### config.mk
export PLATFORM = sky130hd
export DESIGN_NAME = neuron_mac
export DESIGN_NICKNAME = d
export VERILOG_FILES = /design/src/rtl/nn_pkg.sv /design/src/rtl/mac_mult.sv /design/src/rtl/neuron_mac.sv
export SDC_FILE = /design/constraint.sdc
export NUM_CORES = 1
export LEC_CHECK = 0
export ABC_AREA = 1
export CAP_MARGIN = 20
export CORE_ASPECT_RATIO = 2
export CORE_MARGIN = 2
export CORE_UTILIZATION = 30
export CTS_CLUSTER_SIZE = 24
export DETAILED_ROUTE_END_ITERATION = 7
export PLACE_DENSITY_LB_ADDON = 0.12
export SYNTH_ARGS = -nofsm -noshare
export SYNTH_HDL_FRONTEND = slang
export SYNTH_SLANG_ARGS = --single-unit
### constraint.sdc
create_clock -name clk -period 20 [get_ports clk]
set_input_delay 4 -clock clk [delete_from_list [all_inputs] [get_ports clk]]
set_output_delay 4 -clock clk [all_outputs]
set_load 0.005 [all_outputs]
### src/rtl/nn_pkg.sv
// nn_pkg: shared widths, FSM state encoding and saturation limits for the neuron datapath
package nn_pkg;
  localparam int DEF_WIDTH = 8;
  localparam int ACT_W = 2 * DEF_WIDTH;
  localparam int ACC_W = 4 * DEF_WIDTH;
  localparam logic signed [ACC_W-1:0] SAT_MAX = {1'b0, {(ACC_W-1){1'b1}}};
  localparam logic signed [ACC_W-1:0] SAT_MIN = {1'b1, {(ACC_W-1){1'b0}}};
  typedef enum logic [1:0] {IDLE = 2'd0, ACCUM = 2'd1, FLUSH = 2'd2, DONE = 2'd3} state_t;
endpackage

### src/rtl/mac_mult.sv
// mac_mult: registered signed multiplier with valid pass-through
module mac_mult #(
  parameter int AW = 16
) (
  input  logic                 clk,
  input  logic                 rst,
  input  logic                 in_vld,
  input  logic signed [AW-1:0] a,
  input  logic signed [AW-1:0] b,
  output logic                 out_vld,
  output logic signed [2*AW-1:0] p
);
  always_ff @(posedge clk) begin
    if (rst) begin
      out_vld <= 1'b0;
      p <= '0;
    end else begin
      out_vld <= in_vld;
      p <= in_vld ? a * b : p;
    end
  end
endmodule

### src/rtl/neuron_mac.sv
// neuron_mac: streaming multiply-accumulate neuron with bias; NEURON_MAC_SAT_EN selects saturating accumulation
module neuron_mac
  import nn_pkg::*;
#(
  parameter int WIDTH = DEF_WIDTH,
  parameter int NUM_INPUTS = 16
) (
  input  logic                 clk,
  input  logic                 rst,
  input  logic                 in_valid,
  output logic                 in_ready,
  input  logic [2*WIDTH-1:0]   data_in,
  input  logic [2*WIDTH-1:0]   weight_in,
  input  logic [4*WIDTH-1:0]   bias_in,
  output logic                 out_valid,
  input  logic                 out_ready,
  output logic [4*WIDTH-1:0]   data_out,
  output logic                 busy
);
  localparam int AW = 2 * WIDTH;
  localparam int SW = 4 * WIDTH;
  localparam int CW = $clog2(NUM_INPUTS);
  localparam logic [CW-1:0] LAST = CW'(NUM_INPUTS - 1);
  if (NUM_INPUTS < 2) begin : g_chk
    $error("neuron_mac: NUM_INPUTS must be at least 2");
  end
  state_t state;
  logic [CW-1:0] beat_cnt;
  logic signed [SW-1:0] acc, prod, acc_nxt;
  logic prod_vld, accept, first;
  assign in_ready = (state == IDLE) || (state == ACCUM);
  assign busy = state != IDLE;
  assign accept = in_valid && in_ready;
  assign first = accept && state == IDLE;
  mac_mult #(.AW(AW)) u_mult (
    .clk(clk),
    .rst(rst),
    .in_vld(accept),
    .a(data_in),
    .b(weight_in),
    .out_vld(prod_vld),
    .p(prod)
  );
`ifdef NEURON_MAC_SAT_EN
  localparam logic signed [SW-1:0] SMAX = {1'b0, {(SW-1){1'b1}}};
  localparam logic signed [SW-1:0] SMIN = {1'b1, {(SW-1){1'b0}}};
  logic signed [SW:0] wide;
  logic ovf, sat;
  assign wide = {acc[SW-1], acc} + {prod[SW-1], prod};
  assign ovf = wide[SW] != wide[SW-1];
  assign acc_nxt = ovf ? (wide[SW] ? SMIN : SMAX) : wide[SW-1:0];
  always_ff @(posedge clk) begin
    if (rst) sat <= 1'b0;
    else sat <= first ? 1'b0 : sat | (prod_vld & ovf);
  end
`else
  assign acc_nxt = acc + prod;
`endif
  always_ff @(posedge clk) begin
    if (rst) begin
      state <= IDLE;
      beat_cnt <= '0;
      acc <= '0;
      out_valid <= 1'b0;
      data_out <= '0;
    end else begin
      // bias seeds the accumulator one cycle ahead of the first product
      acc <= first ? bias_in : prod_vld ? acc_nxt : acc;
      if (accept) beat_cnt <= (beat_cnt == LAST) ? '0 : beat_cnt + 1'b1;
      case (state)
        IDLE: if (accept) state <= ACCUM;
        ACCUM: if (accept && beat_cnt == LAST) state <= FLUSH;
        FLUSH: begin
          state <= DONE;
          out_valid <= 1'b1;
          data_out <= acc_nxt;
        end
        DONE: if (out_ready) begin
          state <= IDLE;
          out_valid <= 1'b0;
        end
        default: state <= IDLE;
      endcase
    end
  end
endmodule

==> metrics.cfg, run 1 <==
[run_status]
status=finished, final reports clean

[critical_path]
criticalPathCategory=primary input to flop
crit_path_start_kind=primary input
required_ps=20270
arrival_ps=10790
r2r-end=acc[11]
reg2reg_depth=12
r2r_start=state[0]
reg2reg_slack_ps=17250
cp-end-kind=flop
critPathMaxFanout=16

[detailed_routing]
drcViolationCount=0
ant_nets=0
vias_per_cell=4.49
topRoutingLayerUsed=met5
drt_iter0_markers=525
wl_per_cell_um=17.1
drt_pass1_iterations=5
wl_met3_um=1290
met1_length_um=20500
totalWireLength_um=57300
wl_met2_um=32700
vias=15100

[floorplanning]
row_count=125
die_h_um=346
coreArea_um2=57900
die-area_um2=60500
die_w_um=175
start_util_pct=30.3
io_pins=103

[placement]
gp_congestion=0.886
portBuffers=102
hpwl_um=48700
dp.cells=3340

[synth]
ys_top_cells_by_area=fa_1, nand2_1, inv_1, dfxtp_1, ha_1
syn_nets=3003
syn_area_um2=17500
ys_seq_elements=104
synth_top_cell_area_share_pct=30.1
yosys.area.top_type=fa_1
syn_area_per_cell_um2=6.86
yosysUniqueCellTypes=42
yosysMostFrequentCell=nand2_1
ys_warn_count=0
yosysSeqAreaShare_pct=11.9
synth_edf_count=0
netlist_top_cells_count=nand2_1, inv_1, fa_1
synthArstFlopShare_pct=0
synth_flop_cell=dfxtp_1
syn_inst=2554

[sta]
relSlewSlack_pct=29.1
setup_viol=0
finalHoldViolCount=0
fin_skew_ps=6.86
rsz0062_at_grt=false
fin_crit_sh_pct=52.6
fin_setup_tns_ps=0
period_needed_ps=10520
worst_pin_slew_ps=1060
fmax_mhz=95.0
drv_slew=0

[global_routing]
grt-ovfl-total=0
grt_pass1_wl_um=91000
grt_pass1_vias=16800
grt_start_max_net_pins=65
grt_use_total_pct=19.6
antenna_found_initial=2

[clock_tree]
clk_latency_ps=370
cts_resized=0
numCtsBuffers=9
cts_tree=built
clockBufferDepth=2
cts-root-buf=clkbuf_16
ctsHoldBuffers=0
path_clk_slew_ps=70
htreeDepth=3
clkSinkCount=104
post_cts_buffers=0

[finish]
drive_above_1_share_pct=2.43
final_nets=3038
layout.cells.non_filler=3355
areaGrowthSynthToFinish_pct=11.3
n_fill_cell=6429
n_antenna_cell=0

[min_path]
min-delay-path-class=flop to flop
hold_depth=2
worstHoldStart=acc[9]
min_to=acc[9]

[job]
max_cap_viol_count=0

## cells by family after synthesis
family / synth area share [%]
xor gates and xnor gates: 1.45
buffers and inverters: 17.1
DFF: 11.9
AOI/OAI and AO/OA: 6.22
adders and majority gates: 38.5
and+or+nand+nor: 24.9
## registers in the layout, indices dropped and copies added, names as in the netlist
register / cells
data_out: 32
state: 2
u_mult.out_vld: 1
u_mult.p: 32
out_valid: 1
beat_cnt: 4
acc: 32
## cells in the final DEF, fill, tap and decap left out, types with 4 or more instances in the layout
master             n
o21bai_1          11
nor3_1            16
inv_2              6
dfxtp_1          104
o21ai_0           46
o211ai_1           8
and2_1            10
ha_1             117
clkdlybuf4s50_1  101
nor2_2             4
nand2_1          744
nor2_1           147
nand2_2            7
inv_1            689
a21oi_1           79
xnor2_1            8
nand4_1           18
a31oi_1            9
or2_2              6
nor3_2             6
a22o_1            19
nand3_1           98
fa_1             263
clkbuf_16          9
buf_4             12
xor2_1            21
## worst max-delay path by stage
stage | from | end | slack [ps] | cells past startpoint
global route | weight_in[2] | u_mult.p[30] | 9260 | 22
CTS | weight_in[2] | u_mult.p[30] | 9450 | 22
finish | weight_in[2] | u_mult.p[30] | 9480 | 22
floorplan | weight_in[2] | u_mult.p[31] | 10580 | 25
global placement | weight_in[2] | u_mult.p[30] | 9140 | 20
detailed placement | weight_in[2] | u_mult.p[30] | 9040 | 22
## per-layer routing
metal | track usage, % | vias up
li1 | - | 7509
met1 | 18.9 | 7146
met2 | 40.5 | 282
met3 | 1.57 | 123
met4 | 9.39 | 4
met5 | 0 | -
## final cells by class
cell class / instances / area, um2 / share of cell area [%]
clock buffer: 12 / 246 / 1.26
multi-input combinational: 1664 / 12500 / 63.9
clock inverter: 3 / 42.5 / 0.218
inverter: 696 / 2620 / 13.4
tap: 762 / 953 / 4.89
sequential: 104 / 2080 / 10.7
timing repair buffer: 114 / 1110 / 5.67
## stage by stage
step                utilization [%]  hold WS, ps  worst slack [ps]  area [um2]
global route                   33.7          497              9260       19500
floorplan                         -          449             10580       17500
detailed placement             33.2          468              9040       19200
finish                         33.7          477              9480       19500
global placement               33.2          458              9140       19200
CTS                            33.7          475              9450       19500
## worst max-delay path, cell delays in order
cell             delay, ps
clkdlybuf4s50_1       1010
nand2_1                260
fa_1                   690
inv_1                  150
fa_1                   810
fa_1                   530
fa_1                   500
fa_1                   490
inv_1                   50
fa_1                   470
inv_1                   40
ha_1                   350
nand2_1                 90
inv_1                   80
nand2_1                120
nor3_1                 410
and2_1                 200
nand2_1                150
nand3_1                130
nand3_1                120
nand2_1                 90
inv_1                   30
Power of run 1 is not shown: default switching activity piles up to over one toggle a cycle in this logic, so the estimate is an artifact.
==> run 2: changes to the inputs <==
==> constraint.sdc (replaced) <==
create_clock -name clk -period 10.8 [get_ports clk]
set_input_delay 2.16 -clock clk [delete_from_list [all_inputs] [get_ports clk]]
set_output_delay 2.16 -clock clk [all_outputs]
set_load 0.005 [all_outputs]
==> metrics.cfg, run 2 (synthesis gave the netlist of run 1 again) <==
[run_status]
status=finished, final reports clean

[sta]
fin_setup_tns_ps=0
fin_crit_sh_pct=80.1
relSlewSlack_pct=28.7
finalHoldViolCount=0
period_needed_ps=8650
fin_skew_ps=6.62
worst_pin_slew_ps=1070
rsz0062_at_grt=false
drv_slew=0
fmax_mhz=116
setup_viol=0

[clock_tree]
cts_tree=built
numCtsBuffers=9
ctsHoldBuffers=0
cts-root-buf=clkbuf_16
clk_latency_ps=370
htreeDepth=3
post_cts_buffers=0
clockBufferDepth=2
clkSinkCount=104
path_clk_slew_ps=70
cts_resized=0

[placement]
hpwl_um=48900
dpl_cell_area_um2=19200
portBuffers=102
gp_congestion=0.890

[detailed_routing]
totalWireLength_um=57100
wl_per_cell_um=17.0
vias=15200
drt_iter0_markers=494
vias_per_cell=4.53
topRoutingLayerUsed=met5
drcViolationCount=0
met1_length_um=20300
ant_nets=0
drt_pass1_iterations=4
wl_met2_um=32100
wl_met3_um=1510

[critical_path]
arrival_ps=8920
cp-end-kind=flop
critPathSlowestCell=clkdlybuf4s50_1
critical_path.max_stage_delay_ps=990
criticalPathCategory=primary input to flop
path_cells=clkdlybuf4s50_1, nand2_1, fa_1, inv_1, fa_1, fa_1, fa_1, inv_1, fa_1, inv_1, fa_1, ha_1, nand2_1, nor3_1, and2_1, nand2_1, nand3_1, nand3_1, nand2_1, inv_1
required_ps=11070
cp_common_cell=fa_1
cp.depth=20
reg2reg_depth=12
critPathMaxFanout=16
crit_path_start_kind=primary input
path_buf_inv=5
cp_top_family=adder cells

[global_routing]
grt_pass1_wl_um=90400
grt_use_total_pct=19.4
grt-ovfl-total=0
grt_pass1_vias=16600
antenna_found_initial=1
grt_start_max_net_pins=65

[job]
max_cap_viol_count=0

[finish]
drive_above_1_share_pct=2.43
layout_commonest_cell=nand2_1
areaGrowthSynthToFinish_pct=11.2
n_antenna_cell=0
final_area_um2=19500
reg.largest.list=acc x32, data_out x32, u_mult.p x32
final_cell_mix=nand2_1, inv_1, fa_1, nor2_1, ha_1
n_fill_cell=6318
final_nets=3038

[min_path]
hold_depth=2
min-delay-path-class=flop to flop

[floorplanning]
io_pins=103
die_w_um=175
die_h_um=346
coreArea_um2=57900
die-area_um2=60500
row_count=125
start_util_pct=30.3

run 2: changes by cell type in the layout (fill, tap and decap cells not counted):
cell / before / now
clkinv_2: 1 / 2
bufinv_16: 1 / 0
clkbuf_1: 2 / 3
run 2: worst reg2reg max path: cells and delay by family (launching register included):
family                     cells  cell delay, ps
adders and majority gates      1             220
DFF                            1             370
AOI/OAI and AO/OA              2             390
and+or+nand+nor                4             530
buffers and inverters          5            1150
run 2: through the flow:
stage                     setup slack [ps]  util, %  hold WS, ps  std cells
after floorplan                       3220        -          449       2554
after global placement                1760     33.2          459       3340
after detailed placement              1700     33.2          463       3340
after CTS                             2100     33.7          474       3356
after global routing                  1870     33.7          502       3356
final                                 2150     33.7          478       3356
run 2: worst paths after layout:
| check | startpoint | endpoint | slack (ps) |
|---|---|---|---|
| max | weight_in[2] | u_mult.p[30] | 2150 |
| min | beat_cnt[1] | beat_cnt[1] | 480 |
| max reg2reg | state[0] | acc[11] | 8060 |
| min reg2reg | beat_cnt[1] | beat_cnt[1] | 480 |
run 2: layer usage:
| layer | GRT usage (%) | vias to the layer above |
|---|---|---|
| li1 | - | 7513 |
| met1 | 18.7 | 7219 |
| met2 | 39.8 | 346 |
| met3 | 1.47 | 134 |
| met4 | 10.1 | 2 |
| met5 | 0 | - |
run 2: final cells by class:
cell class	count	area [um2]	area share, %
multi-input combinational	1664	12500	63.9
sequential	104	2080	10.7
clock buffer	13	250	1.28
tap	762	953	4.90
timing repair buffer	114	1110	5.68
clock inverter	3	17.5	0.0899
inverter	696	2620	13.4
Power of run 2 is left out for the same reason.
